<file path="config.mk">
export PLATFORM = sky130hd
export DESIGN_NAME = rom_fetch
export DESIGN_NICKNAME = d
export VERILOG_FILES = /design/src/rtl/rom_fetch_pkg.sv /design/src/rtl/rom_fetch_fifo.sv /design/src/rtl/rom_fetch.sv
export SDC_FILE = /design/constraint.sdc
export NUM_CORES = 1
export LEC_CHECK = 0
export CAP_MARGIN = 10
export CELL_PAD_IN_SITES_DETAIL_PLACEMENT = 1
export CELL_PAD_IN_SITES_GLOBAL_PLACEMENT = 1
export CORE_MARGIN = 2
export CORE_UTILIZATION = 45
export DETAILED_ROUTE_END_ITERATION = 16
export DONT_BUFFER_PORTS = 1
export PLACE_DENSITY = 0.76
export SETUP_SLACK_MARGIN = 0.1
export SLEW_MARGIN = 20
export SYNTH_ARGS = -nofsm -noshare
export SYNTH_HDL_FRONTEND = slang
export SYNTH_SLANG_ARGS = --single-unit
</file>
<file path="constraint.sdc">
create_clock -name clk -period 4.1 [get_ports clk]
set_input_delay 0.205 -clock clk [delete_from_list [all_inputs] [get_ports clk]]
set_output_delay 0.205 -clock clk [all_outputs]
set_load 0.03 [all_outputs]
</file>
<file path="src/rtl/rom_fetch_pkg.sv">
// Shared FSM state encoding and default widths for the ROM burst fetcher.
package rom_fetch_pkg;

    localparam int DEF_DATA_W     = 16;
    localparam int DEF_ADDR_W     = 8;
    localparam int DEF_CNT_W      = 8;
    localparam int DEF_FIFO_DEPTH = 4;

    typedef enum logic [1:0] {
        IDLE      = 2'd0,
        ISSUE     = 2'd1,
        DRAIN     = 2'd2,
        ERR_FLUSH = 2'd3
    } state_t;

endpackage

</file>
<file path="src/rtl/rom_fetch_fifo.sv">
// Output buffer: power-of-two FIFO with flush, simultaneous push/pop even when full.
module rom_fetch_fifo #(
    parameter int WIDTH = 24,
    parameter int DEPTH = 4
) (
    input  logic                       clk,
    input  logic                       rst_n,
    input  logic                       flush,
    input  logic                       wr_en,
    input  logic [WIDTH-1:0]           wr_data,
    input  logic                       rd_en,
    output logic [WIDTH-1:0]           rd_data,
    output logic                       full,
    output logic                       empty,
    output logic [$clog2(DEPTH):0]     count
);

    localparam int AW = $clog2(DEPTH);

    logic [WIDTH-1:0] mem [DEPTH];
    logic [AW-1:0]    wp, rp;
    logic [AW:0]      cnt;
    logic             do_wr, do_rd;

    assign full  = (cnt == (AW+1)'(DEPTH));
    assign empty = (cnt == '0);
    assign count = cnt;
    assign do_rd = rd_en && !empty;
    // A pop frees the slot the push needs, so a full FIFO still accepts.
    assign do_wr = wr_en && (!full || do_rd);
    assign rd_data = mem[rp];

    always_ff @(posedge clk) begin
        if (do_wr) mem[wp] <= wr_data;
    end

    always_ff @(posedge clk or negedge rst_n) begin
        if (!rst_n) begin
            wp  <= '0;
            rp  <= '0;
            cnt <= '0;
        end else if (flush) begin
            wp  <= '0;
            rp  <= '0;
            cnt <= '0;
        end else begin
            if (do_wr) wp <= wp + 1'b1;
            if (do_rd) rp <= rp + 1'b1;
            cnt <= cnt + (AW+1)'(do_wr) - (AW+1)'(do_rd);
        end
    end

endmodule

</file>
<file path="src/rtl/rom_fetch.sv">
// Burst ROM reader: issues credit-limited reads and buffers words with their addresses.
module rom_fetch
    import rom_fetch_pkg::*;
#(
    parameter int DATA_W     = DEF_DATA_W,
    parameter int ADDR_W     = DEF_ADDR_W,
    parameter int CNT_W      = DEF_CNT_W,
    parameter int FIFO_DEPTH = DEF_FIFO_DEPTH
) (
    input  logic              clk,
    input  logic              rst_n,
    input  logic              start_i,
    input  logic [ADDR_W-1:0] start_addr_i,
    input  logic [CNT_W-1:0]  count_i,
    output logic              busy_o,
    output logic              done_o,
    output logic              err_o,
    output logic              rom_en_o,
    output logic [ADDR_W-1:0] rom_addr_o,
    input  logic [DATA_W-1:0] rom_data_i,
    input  logic              rom_error_i,
    output logic              out_valid_o,
    input  logic              out_ready_i,
    output logic [DATA_W-1:0] out_data_o,
    output logic [ADDR_W-1:0] out_addr_o
);

    localparam int CW = $clog2(FIFO_DEPTH) + 1;

    state_t            state, state_nx;
    logic [ADDR_W-1:0] addr, pend_addr;
    logic [CNT_W-1:0]  left;
    logic              pend, err, zero_done, drain_done;
    logic              accept, active, credit, issue, ret_ok, ret_err, flush, pop;
    logic [CW-1:0]     fifo_count;
    logic              fifo_full, fifo_empty;
    logic [ADDR_W+DATA_W-1:0] fifo_rd;

    assign accept  = start_i && (state == IDLE);
    assign active  = (state == ISSUE) || (state == DRAIN);
    assign ret_err = pend && rom_error_i && active;
    assign ret_ok  = pend && !rom_error_i && active;
    // Credit counts the word still in flight so a full FIFO can never be overrun.
    assign credit  = (32'(fifo_count) + 32'(pend)) < FIFO_DEPTH;
    assign issue   = (state == ISSUE) && credit && !ret_err;
    assign flush   = ret_err || (state == ERR_FLUSH);
    assign pop     = out_valid_o && out_ready_i;

    assign busy_o      = (state != IDLE);
    assign err_o       = err;
    assign rom_en_o    = issue;
    assign rom_addr_o  = addr;
    assign out_valid_o = !fifo_empty && (state != ERR_FLUSH);
    assign out_addr_o  = fifo_rd[ADDR_W+DATA_W-1:DATA_W];
    assign out_data_o  = fifo_rd[DATA_W-1:0];
    assign done_o      = drain_done || (state == ERR_FLUSH) || zero_done;

    always_comb begin
        state_nx   = state;
        drain_done = 1'b0;
        case (state)
            IDLE:      if (start_i && count_i != '0) state_nx = ISSUE;
            ISSUE: begin
                if (ret_err)                        state_nx = ERR_FLUSH;
                else if (issue && left == CNT_W'(1)) state_nx = DRAIN;
            end
            DRAIN: begin
                if (ret_err) state_nx = ERR_FLUSH;
                else if (fifo_empty && !pend) begin
                    state_nx   = IDLE;
                    drain_done = 1'b1;
                end
            end
            ERR_FLUSH: state_nx = IDLE;
            default:   state_nx = IDLE;
        endcase
    end

    always_ff @(posedge clk or negedge rst_n) begin
        if (!rst_n) begin
            state     <= IDLE;
            addr      <= '0;
            pend_addr <= '0;
            left      <= '0;
            pend      <= 1'b0;
            err       <= 1'b0;
            zero_done <= 1'b0;
        end else begin
            state     <= state_nx;
            pend      <= issue;
            zero_done <= accept && (count_i == '0);
            if (accept) begin
                addr <= start_addr_i;
                left <= count_i;
                err  <= 1'b0;
            end
            if (issue) begin
                addr      <= addr + 1'b1;
                left      <= left - 1'b1;
                pend_addr <= addr;
            end
            if (ret_err) err <= 1'b1;
        end
    end

    rom_fetch_fifo #(
        .WIDTH (ADDR_W + DATA_W),
        .DEPTH (FIFO_DEPTH)
    ) u_fifo (
        .clk     (clk),
        .rst_n   (rst_n),
        .flush   (flush),
        .wr_en   (ret_ok),
        .wr_data ({pend_addr, rom_data_i}),
        .rd_en   (pop),
        .rd_data (fifo_rd),
        .full    (fifo_full),
        .empty   (fifo_empty),
        .count   (fifo_count)
    );

endmodule

</file>
# ---- Word level (Yosys, flattened, before mapping)
# Memories as Yosys holds them, arrays and structs flattened.
# Cells that the tools add are included.
dict set report totals {
  reg_bits 36
  ramBits 96
  input_bits 37
  out_inout_bits 37
  word_cells 85
  mem_count 1
}
# memory words width read_ports rd_clocked_by_memory_dff wr line_no
set mem_list {}
lappend mem_list {u_fifo.mem 4 24 1 0 1 rom_fetch_fifo.sv:20} ;# logic [WIDTH-1:0] mem [DEPTH];
dict set report classes {
  add_sub_neg 7
  magnitude_cmp 1
  eq_ne 9
  muxes 22
  reduce_logical 35
}
# op count
set op_table {}
lappend op_table {{2-to-1 mux 8 bit} 4}
lappend op_table {{2-to-1 mux 2 bit} 9}
lappend op_table {{logical AND 1 bit} 15}
lappend op_table {{nonzero test 2 bit} 5}
lappend op_table {{adder 8 x 1 -> 8 bit (second input constant)} 1}
lappend op_table {{equality test 8 x 1 -> 1 bit (second input constant)} 1}
lappend op_table {{zero test 8 bit} 1}
lappend op_table {{one-hot mux 2 bit (4 select lines)} 1}
lappend op_table {{nonzero test 8 bit} 1}
lappend op_table {{subtractor 8 x 1 -> 8 bit (second input constant)} 1}
lappend op_table {{2-to-1 mux 1 bit} 7}
lappend op_table {{inequality test 3 x 2 -> 1 bit (second input constant)} 2}
lappend op_table {{zero test 1 bit} 5}
lappend op_table {{logical OR 1 bit} 5}
lappend op_table {{adder 2 x 1 -> 2 bit (second input constant)} 2}
lappend op_table {{adder 3 x 1 -> 4 bit} 1}
lappend op_table {{equality test 2 bit (second input constant)} 2}
lappend op_table {{< comparator 4 x 3 -> 1 bit (second input constant)} 1}
lappend op_table {{adder 3 x 1 -> 3 bit} 1}
lappend op_table {{equality test 3 bit (second input constant)} 1}
lappend op_table {{zero test 3 bit} 1}
lappend op_table {{2-to-1 mux 3 bit} 1}
lappend op_table {{AND reduction 3 bit} 1}
lappend op_table {{subtractor 3 x 1 -> 3 bit} 1}
lappend op_table {{other kinds (4)} 4}

# ---- Longest topological paths before layout
# Gate-level depths: netlist of run 1.
dict set report logic_depth {
  word_depth 10
  depth_mapped 10
}

# ---- Modules after synthesis
# A second synthesis of run 1 with hierarchy kept.
dict set report unflattened {
  hier_cells 353
  area_unflattened_um2 5556.6
}
# mod n_inst cells_per_inst area_per_inst_um2
set by_module_without_submodules {}
lappend by_module_without_submodules {rom_fetch_fifo 1 170 3937.5}
lappend by_module_without_submodules {rom_fetch 1 183 1619.1}

# ---- Worst setup path before layout of run 1
# OpenSTA, ideal clock, no wires.
dict set report synth_timing {
  path_kind {reg2reg}
  start {register state[0]}
  end {memory u_fifo.mem[0][0], enable pin}
  arrival_ns 1.963
  required_time_ns 3.717
  slack_ns 1.755
  stages_incl_launch_ff 6
  n_path_buf 0
  period_less_slack_ns 2.345
  cell_sequence {dfrtp_1 > inv_1 > ha_1 > nand2_1 > a311oi_2 > and2_1}
}
dict set report synth_via {
  elab_chain_len 8
  word_cells_on_any_way 12
}
# element line_no
set synth_lines {}
lappend synth_lines {{start, declared} rom_fetch.sv:30} ;# state_t state, state_nx;
lappend synth_lines {{start signal, assigned} rom_fetch.sv:89} ;# state <= state_nx;
lappend synth_lines {{inequality test 2 bit} rom_fetch.sv:53} ;# assign out_valid_o = !fifo_empty && (state != ERR_FLUSH);
lappend synth_lines {{logical AND 1 bit} rom_fetch.sv:53}
lappend synth_lines {{logical AND 1 bit} rom_fetch.sv:47} ;# assign pop = out_valid_o && out_ready_i;
lappend synth_lines {{logical AND 1 bit} rom_fetch_fifo.sv:28} ;# assign do_rd = rd_en && !empty;
lappend synth_lines {{logical OR 1 bit} rom_fetch_fifo.sv:30} ;# assign do_wr = wr_en && (!full || do_rd);
lappend synth_lines {{logical AND 1 bit *} rom_fetch_fifo.sv:30}
lappend synth_lines {{2-to-1 mux 1 bit *} rom_fetch_fifo.sv:34} ;# if (do_wr) mem[wp] <= wr_data;
lappend synth_lines {{2-to-1 mux 1 bit (not written as such) *} rom_fetch_fifo.sv:34}
lappend synth_lines {{end, declared} rom_fetch_fifo.sv:20}
# Mark *: on every way between the ends. The rest lies on a longest branch, timed or not.

# ---- Worst setup path after layout of run 1
dict set report layout_timing {
  start {register state[0]}
  end {register left[2]}
}
dict set report layout_via {
  elab_chain_len 6
  word_cells_on_any_way 11
}
# element line_no
set layout_lines {}
lappend layout_lines {{equality test 2 x 1 -> 1 bit or equality test 2 bit (tied branches)} {rom_fetch.sv:40, rom_fetch.sv:45}}
lappend layout_lines {{logical OR 1 bit} rom_fetch.sv:40} ;# assign active = (state == ISSUE) || (state == DRAIN);
lappend layout_lines {{logical AND 1 bit} rom_fetch.sv:41} ;# assign ret_err = pend && rom_error_i && active;
lappend layout_lines {{zero test 1 bit} rom_fetch.sv:45} ;# assign issue = (state == ISSUE) && credit && !ret_err;
lappend layout_lines {{logical AND 1 bit *} rom_fetch.sv:45}
lappend layout_lines {{named net rom_en_o} rom_fetch.sv:18} ;# output logic rom_en_o,
lappend layout_lines {{2-to-1 mux 8 bit or nonzero test 2 bit (tied branches)} --}
lappend layout_lines {{end signal, assigned} rom_fetch.sv:94} ;# left <= count_i;
lappend layout_lines {{end signal, assigned} rom_fetch.sv:99} ;# left <= left - 1'b1;
lappend layout_lines {{end, declared} rom_fetch.sv:32} ;# logic [CNT_W-1:0] left;
# Mark *: on every way through the listed nets, which the timed path passes. The rest lies on a longest branch.
# A chain may end at the register's enable or synchronous reset.

==> summary.md, run 1 <==
| Metric | Value |
|---|---|
| Worst slew margin | `41.4%` |
| Depth of the most critical reg-to-reg path | `8` |
| Synthesized-area fraction occupied by xor and xnor cells | `0.627%` |
| Leakage power | `2.50 nW` |
| Global placement routability congestion | `0.750` |
| Most area-hungry cell type in the Yosys netlist | `edfxtp_1` |
| Worst flop-to-flop path startpoint | `state[0]$_DFFE_PN0P_` |
| Y dimension of the die | `115 um` |
| Sequential share of power | `39.8%` |
| Clock latency on the worst-skew pair | `0.41 ns` |
| Floorplan core area | `0.0121 mm^2` |
| Post-route cell area | `0.00677 mm^2` |
| Status | `completed` |
| Last element of the critical path | `left[2]$_DFFE_PN0P_` |
| Most used flip-flop cell after synthesis | `edfxtp_1` |
| DP Wirelength | `7.33 mm` |
| # placed instances | `516` |
| Post-Layout Cell Count | `584` |
| Reg2reg end | `left[2]$_DFFE_PN0P_` |
| Share of final-layout standard cells stronger than drive strength 1 | `17.3%` |
| Hold Crit Class | `primary input to flop` |
| Shortest period the worst path allows | `2.71 ns` |
| Data required, critical path | `4.38 ns` |
| Multiplexer share of the synthesized area | `10.1%` |
| Final sum of negative setup slack | `0 ns` |
| Total vias in the final route | `3203` |
| Drt via density | `5.48` |
| Initial standard-cell utilization of the core | `46.3%` |
| Area occupied by registers | `0.00379 mm^2` |
| Syn nets | `412` |
| Critical Path AT | `3.00 ns` |
| NetSw | `1.89 mW` |
| Final Setup Violations | `0` |
| Number of buffers created by CTS | `17` |
| Number of routed nets with antenna violations | `0` |
| Synthesis-to-layout area growth | `21.3%` |
| Root Driver | `clkbuf_16` |
| Number of DRC markers in iteration 0 | `227` |
| Synthesized area | `0.00559 mm^2` |
| Max Clock Skew | `0.00727 ns` |
| Combinational family with the most area after synthesis | `multiplexers` |
| Cell types occupying the most area after synthesis | `edfxtp_1 52%, dfrtp_1 16%, mux4_2 9.7%, ha_1 3.4%, nand2_1 2.7%` |
| H-Tree Depth | `4` |
| TritonCTS clock tree | `built` |
| DR WL/cell | `19.9 um` |
| GR Util All Layers | `19.2%` |
| Most common library cell in the layout ignoring fill and taps | `edfxtp_1` |
| Number of antenna violations at the first check in global routing | `0` |
| IR Drop Worst-Case VDD | `0.000396 V` |
| Max-cap violations | `0` |
| Switching part of the total | `36.2%` |
| Average footprint of a synthesized cell | `15.6 um^2` |
| Final routed DRC violation total | `0` |
| Max FO, Critical Path | `25` |
| Post-Synth Simple-Gate Area | `8.53%` |
| Worst setup SP type | `flop` |
| Die width | `115 um` |
| Pin count of the biggest net entering global routing | `37` |
| Post-route worst hold slack | `0.0811 ns` |
| Critical path capture point type | `flop` |
| Number of primary I/O pins | `74` |
| Leading cell types in the layout, fill and taps excluded | `96 x edfxtp_1, 40 x nand2_1, 35 x dlygate4sd3_1, 34 x dfrtp_1, 24 x mux4_2` |
| First element of the critical path | `state[0]$_DFFE_PN0P_` |
| Critical Setup Path Class | `flop to flop` |
| Total congestion overflow | `0` |
| Dpl cell area | `0.00575 mm^2` |
| Unique masters post-synth | `58` |
| Fillcell total | `1128` |
| Share of synthesized area occupied by flip-flops and latches | `67.7%` |
| Gate Count Post-Synth | `359` |
| NumNets Final | `456` |
| Global-route wire length before repair | `18.8 mm` |
| Via count of the first global-routing pass | `3589` |
| Number of rows in the core area | `40` |
| Clock-pin slew of the registers on the worst-case setup and hold paths | `0.06 ns` |
| Inserted Diodes | `0` |
| Unrepaired setup endpoints after global routing | `no` |
| Share of synthesized cell area in full adder, half adder and majority cells | `3.72%` |
| Internal power consumption | `3.34 mW` |
| Async set or reset register ratio after synthesis | `27.3%` |
| Final hold violation count | `0` |
| F_max | `368 MHz` |
| Detailed-router iteration count before antenna repair | `5` |
| Compound-Gate Fraction of Synth Area | `6.97%` |
| Period utilization | `66.2%` |
| Fraction of synthesized cell area taken by the top area cell type | `51.6%` |
| Max-slew violations | `0` |
| Total wire length | `11.6 mm` |
| Flop and latch count out of synthesis | `132` |
| Part of the power in combinational logic | `28.9%` |
| Maximum root-to-sink buffer count | `2` |
| Total clock sinks | `132` |
| Yosys warns | `0` |
| Pin slew with the least headroom to its limit | `0.879 ns` |
| Power density of the placed cells | `772 mW/mm^2` |
| Die ar. | `0.0133 mm^2` |
| R2R Setup Slk | `1.39 ns` |
| Area taken by multi-input logic gates | `0.00167 mm^2` |
| Port Buf Inserts | `0` |
| Number of enable-type register cells in the synthesized netlist | `96` |
| Clk pwr share | `31.3%` |
[worst min path at each step]
stage / cells after the start / endpoint / start
floorplan: 0 / err_o$_DFFE_PN0P_ / rst_n
global placement: 0 / left[4]$_DFFE_PN0P_ / rst_n
detailed placement: 0 / left[4]$_DFFE_PN0P_ / rst_n
CTS: 3 / u_fifo.wp[1]$_DFFE_PN0P_ / rom_error_i
global route: 3 / u_fifo.wp[1]$_DFFE_PN0P_ / rom_error_i
finish: 3 / u_fifo.wp[1]$_DFFE_PN0P_ / rom_error_i
[critical path, stage by stage, from the launching register on]
cell and delay (ns):
dfrtp_1 0.41, inv_1 0.12, ha_1 0.36, a22oi_1 0.13, o21a_1 0.17, o21ai_4 0.49, inv_2 0.39, a222oi_1 0.39
o21ai_1 0.11
[registers in the layout (all words and copies together) (netlist names)]
signal / flops
left: 8
err_o: 1
u_fifo.wp: 2
zero_done: 1
u_fifo.count: 3
pend_addr: 8
rom_addr_o: 8
u_fifo.rp: 2
state: 2
u_fifo.mem: 96
pend: 1
[layout make-up]
class / count / area share [%]
Clock inverter: 11 / 2.57
Clock buffer: 21 / 7.09
Multi-Input combinational cell: 198 / 24.7
Sequential cell: 132 / 55.9
Tap cell: 168 / 3.10
Inverter: 14 / 0.776
Timing Repair Buffer: 40 / 5.91
[per-layer routing]
layer	GRT usage [%]	part of all wire (%)	vias to the layer above
met5	0	0	-
met4	7.55	1.7	0
met3	5.18	5.1	15
met2	33.0	51	86
met1	23.1	42	1637
li1	-	-	1465
[cells in the mapped netlist (all sizes together), types with 3 or more instances]
library cell,count
nor2,23
nand2,40
edfxtp,96
clkbuf,5
a22oi,4
nor3,3
ha,15
a221o,4
a311oi,3
o21ai,12
buf,10
and2,5
or2,3
nor4,4
mux4,24
a21oi,9
xnor2,3
inv,14
dfrtp,36
and3,3
nor2b,3
nand3,4
[power groups by stage]
stage / logic (mW) / clock network (mW) / registers, mW
after floorplan: 1.40 / 0 / 1.90
after global placement: 1.43 / 0 / 2.09
after detailed placement: 1.48 / 0 / 2.11
after CTS: 1.53 / 1.67 / 2.09
after global routing: 1.68 / 1.72 / 2.14
final: 1.51 / 1.64 / 2.08
[cell families (layout without fill, tap and decap cells)]
group / after synthesis / count (layout)
adders and majority gates: 16 / 16
AOI/OAI and AO/OA: 53 / 53
buffers and inverters: 29 / 86
xor gates and xnor gates: 4 / 4
DFF: 132 / 132
and+or+nand+nor: 99 / 99
muxes: 26 / 26
[what timing repair did]
item                      CTS  global route
resized for setup           0             0
hold buffers               36             0
buffers inserted            0             0
hold endpoints to repair  116             0
[through the flow]
step	setup slack, ns	total power [mW]	util (%)
finish	1.39	5.23	56.2
global route	1.13	5.53	56.2
CTS	1.36	5.28	56.2
detailed placement	1.39	3.59	47.7
global placement	1.55	3.52	47.7
floorplan	1.75	3.29	-
Power figures use the tool's default switching activity.
==> run 2: changes to the inputs <==
Settings changed: ABC_AREA set to 1, PLACE_DENSITY 0.76 to 0.79.
Clock period 4.1 ns to 2.69 ns, I/O delays scaled along.
==> run 2 against run 1 <==
  * Sequential share of layout area is 1.9 points lower
  * Sequential cell count unchanged
  * Synthesized area rose by 3.3%
  * Routed wire length increased by 18%
  * Clock-buffer cell count shrank 2
  * Final cell count rose by 29%
  * Total power increased by 62%
  * Highest routed layer unchanged
  * Fmax up 16%
  * Critical path depth up 3
  * Clock power up 36%
  * Combinational power is 110% higher
  * Die area rose by 3.2%
  * Critical path type unchanged
==> summary.md, run 2 <==
| Metric | Value |
|---|---|
| Max FO, Critical Path | `7` |
| Final sum of negative setup slack | `0 ns` |
| Series of cell instances along the critical path | `inv_1 > ha_1 > nand2_1 > nor2_2 > nand2_2 > inv_1 > ha_1 > inv_1 > fa_1 > xnor2_1 > nor2_1` |
| Drt via density | `5.31` |
| Worst stage delay on the critical path | `0.43 ns` |
| Depth of the critical timing path with buffers and inverters included | `11` |
| Share of synthesized area occupied by flip-flops and latches | `65.6%` |
| Met2 Track Usage GR | `40.3%` |
| Initial standard-cell utilization of the core | `45.9%` |
| Inserted Diodes | `0` |
| TritonCTS clock tree | `built` |
| Critical Setup Path Class | `flop to flop` |
| Crit path max-delay cell type | `dfrtp_1` |
| Layer carrying the most global-route usage | `met2` |
| Async set or reset register ratio after synthesis | `27.3%` |
| GR Util All Layers | `21.5%` |
| Share of final-layout standard cells stronger than drive strength 1 | `12.4%` |
| Global-route wire length before repair | `22.1 mm` |
| Worst flop-to-flop path startpoint | `state[0]$_DFFE_PN0P_` |
| Critical Path AT | `2.63 ns` |
| Post-Layout Cell Count | `752` |
| Cell types occupying the most area after synthesis | `edfxtp_1 50%, dfrtp_1 16%, nor2_1 5.1%, nand2_1 4.8%, o21ai_0 4.6%` |
| Floorplan core area | `0.0126 mm^2` |
| Average footprint of a synthesized cell | `11.3 um^2` |
| NumNets Final | `620` |
| IR Drop Worst-Case VDD | `0.000563 V` |
| Fraction of synthesized cell area taken by the top area cell type | `50.0%` |
| Reg2reg end | `u_fifo.count[2]$_DFF_PN0_` |
| Period utilization | `87.3%` |
| Leading cell types in the layout, fill and taps excluded | `96 x edfxtp_1, 74 x nor2_1, 73 x nand2_1, 53 x o21ai_0, 37 x dlygate4sd3_1` |
| Last element of the critical path | `u_fifo.count[2]$_DFF_PN0_` |
| Number of primary I/O pins | `74` |
| Clock-pin slew of the registers on the worst-case setup and hold paths | `0.05 ns` |
| Data required, critical path | `2.97 ns` |
| Final hold violation count | `0` |
| Power density of the placed cells | `1210 mW/mm^2` |
| Final Setup Violations | `0` |
| Number of antenna violations at the first check in global routing | `0` |
| Depth of the most critical reg-to-reg path | `11` |
| DR WL/cell | `18.3 um` |
| Post-route cell area | `0.00701 mm^2` |
| F_max | `426 MHz` |
| Top Family by Delay on Critical Path | `adder cells` |
| Pin slew with the least headroom to its limit | `0.769 ns` |
| GR Layer Usage met1 | `23.1%` |
| Status | `completed` |
| Max-slew violations | `0` |
| Most common library cell in the layout ignoring fill and taps | `edfxtp_1` |
| Number of routed nets with antenna violations | `0` |
| Synthesis-to-layout area growth | `21.4%` |
| Unique masters post-synth | `34` |
| Die width | `117 um` |
| Most used standard cells in the synthesized netlist | `96 x edfxtp_1, 79 x nor2_1, 74 x nand2_1` |
| Number of rows in the core area | `41` |
| Hold Crit Class | `primary input to flop` |
| Port Buf Inserts | `0` |
| Number of flip-flops under the largest register name | `96` |
| First element of the critical path | `state[0]$_DFFE_PN0P_` |
| Worst setup SP type | `flop` |
| Final routed DRC violation total | `0` |
| Shortest period the worst path allows | `2.35 ns` |
| Clock latency on the worst-skew pair | `0.41 ns` |
| Syn nets | `562` |
| Detailed-router iteration count before antenna repair | `4` |
| Total vias in the final route | `3992` |
| Worst slew margin | `48.5%` |
| Most used flip-flop cell after synthesis | `edfxtp_1` |
| Total congestion overflow | `0` |
| Maximum root-to-sink buffer count | `2` |
| Most area-hungry cell type in the Yosys netlist | `edfxtp_1` |
| Gate Count Post-Synth | `509` |
| Dpl cell area | `0.00604 mm^2` |
| Die ar. | `0.0137 mm^2` |
| Leakage power | `2.73 nW` |
| Most Frequent Cell on Critical Path | `inv_1` |
| Max-cap violations | `0` |
| Total wire length | `13.7 mm` |
| Buffering stage count on the worst path with inverters included | `3` |
| Max Clock Skew | `0.0100 ns` |
| Unrepaired setup endpoints after global routing | `no` |
| H-Tree Depth | `4` |
| Root Driver | `clkbuf_16` |
| Yosys warns | `0` |
| Most used standard cell by instance count after synthesis | `edfxtp_1` |
| Number of buffers created by CTS | `17` |
| Pin count of the biggest net entering global routing | `50` |
| # placed instances | `682` |
| Y dimension of the die | `117 um` |
| Number of enable-type register cells in the synthesized netlist | `96` |
| Largest Register | `u_fifo.mem` |
| R2R Setup Slk | `0.34 ns` |
| Core utilization of the finished layout | `55.7%` |
| GR met3 Demand/Resource | `5.30%` |
| Number of DRC markers in iteration 0 | `184` |
| Total clock sinks | `132` |
| Global placement routability congestion | `0.781` |
| Post-route worst hold slack | `0.0509 ns` |
| DP Wirelength | `8.44 mm` |
| Via count of the first global-routing pass | `4393` |
| Synthesized area | `0.00577 mm^2` |
| Fillcell total | `1320` |
| Critical path capture point type | `flop` |
| Flop and latch count out of synthesis | `132` |
==> run 2: changes by cell type after synthesis, moves of 14 or more <==
cell and change:
inv_1 +20, mux4_2 -24, nand2_1 +34, nand3_1 +14, nor2_1 +57, o21ai_0 +51, o22ai_1 +22
==> run 2: area by class of cell <==
type	instances	area, um^2	share of cell area [%]
Sequential cell	132	3780	54.0
Multi-Input combinational cell	322	1750	25.0
Timing Repair Buffer	60	556	7.93
Clock buffer	19	433	6.18
Tap cell	172	215	3.07
Clock inverter	13	140	2.00
Inverter	34	130	1.86
==> run 2: power breakdown <==
part | internal, mW | switching, mW | total, mW
Sequential | 2.56 | 0.465 | 3.03
Combinational | 0.985 | 2.24 | 3.23
Clock | 1.43 | 0.799 | 2.23
==> run 2: layer usage <==
layer	share of wire, %	routed length (um)	vias to the layer above
met1	40	5450	1996
met5	0	0	-
met3	4.8	656	19
li1	-	-	1886
met4	1.6	226	0
met2	54	7410	91
==> run 2: worst min path at each step <==
stage                           endpoint  slack, ns        start  cells past startpoint
finish              state[0]$_DFFE_PN0P_       0.05  rom_error_i                      4
global route        state[1]$_DFFE_PN0P_       0.09      start_i                      4
CTS                  left[0]$_DFFE_PN0P_       0.01   count_i[0]                      4
detailed placement   left[0]$_DFFE_PN0P_      -0.16        rst_n                      0
global placement     left[0]$_DFFE_PN0P_      -0.16        rst_n                      0
floorplan              err_o$_DFFE_PN0P_      -0.16        rst_n                      0
==> run 2: tightest hold or removal path, cell delays in order <==
cell and delay [ns]:
nand3_1 0.05, nand3b_1 0.09, nand3_1 0.09, nand2_1 0.05
==> run 2: through the flow <==
step           power, mW  setup slack, ns
2_1_floorplan       5.40           0.0679
3_3_place_gp        6.02            0.438
3_5_place_dp        6.19            0.290
4_1_cts             8.55            0.189
5_1_grt             9.03            0.152
6_report            8.49            0.342
==> run 2: what timing repair did <==
item | 4_1_cts | 5_1_grt
hold buffers | 38 | 0
resized for setup | 0 | 2
buffers inserted | 0 | 0
setup endpoints to repair | 0 | 1
endpoints found under the hold margin | 119 | 0
==> run 2: cell families (layout without fill, tap and decap cells) <==
| kind of cell | Yosys count | in the layout | synth area share (%) |
|---|---|---|---|
| flip-flops | 132 | 132 | 65.6 |
| AND/OR/NAND/NOR | 194 | 194 | 14.8 |
| buffers and inverters | 55 | 126 | 4.40 |
| adder cells (fa/ha/maj) | 16 | 16 | 3.60 |
| AO/OA/AOI/OAI | 101 | 101 | 10.0 |
| XOR/XNOR | 11 | 11 | 1.67 |
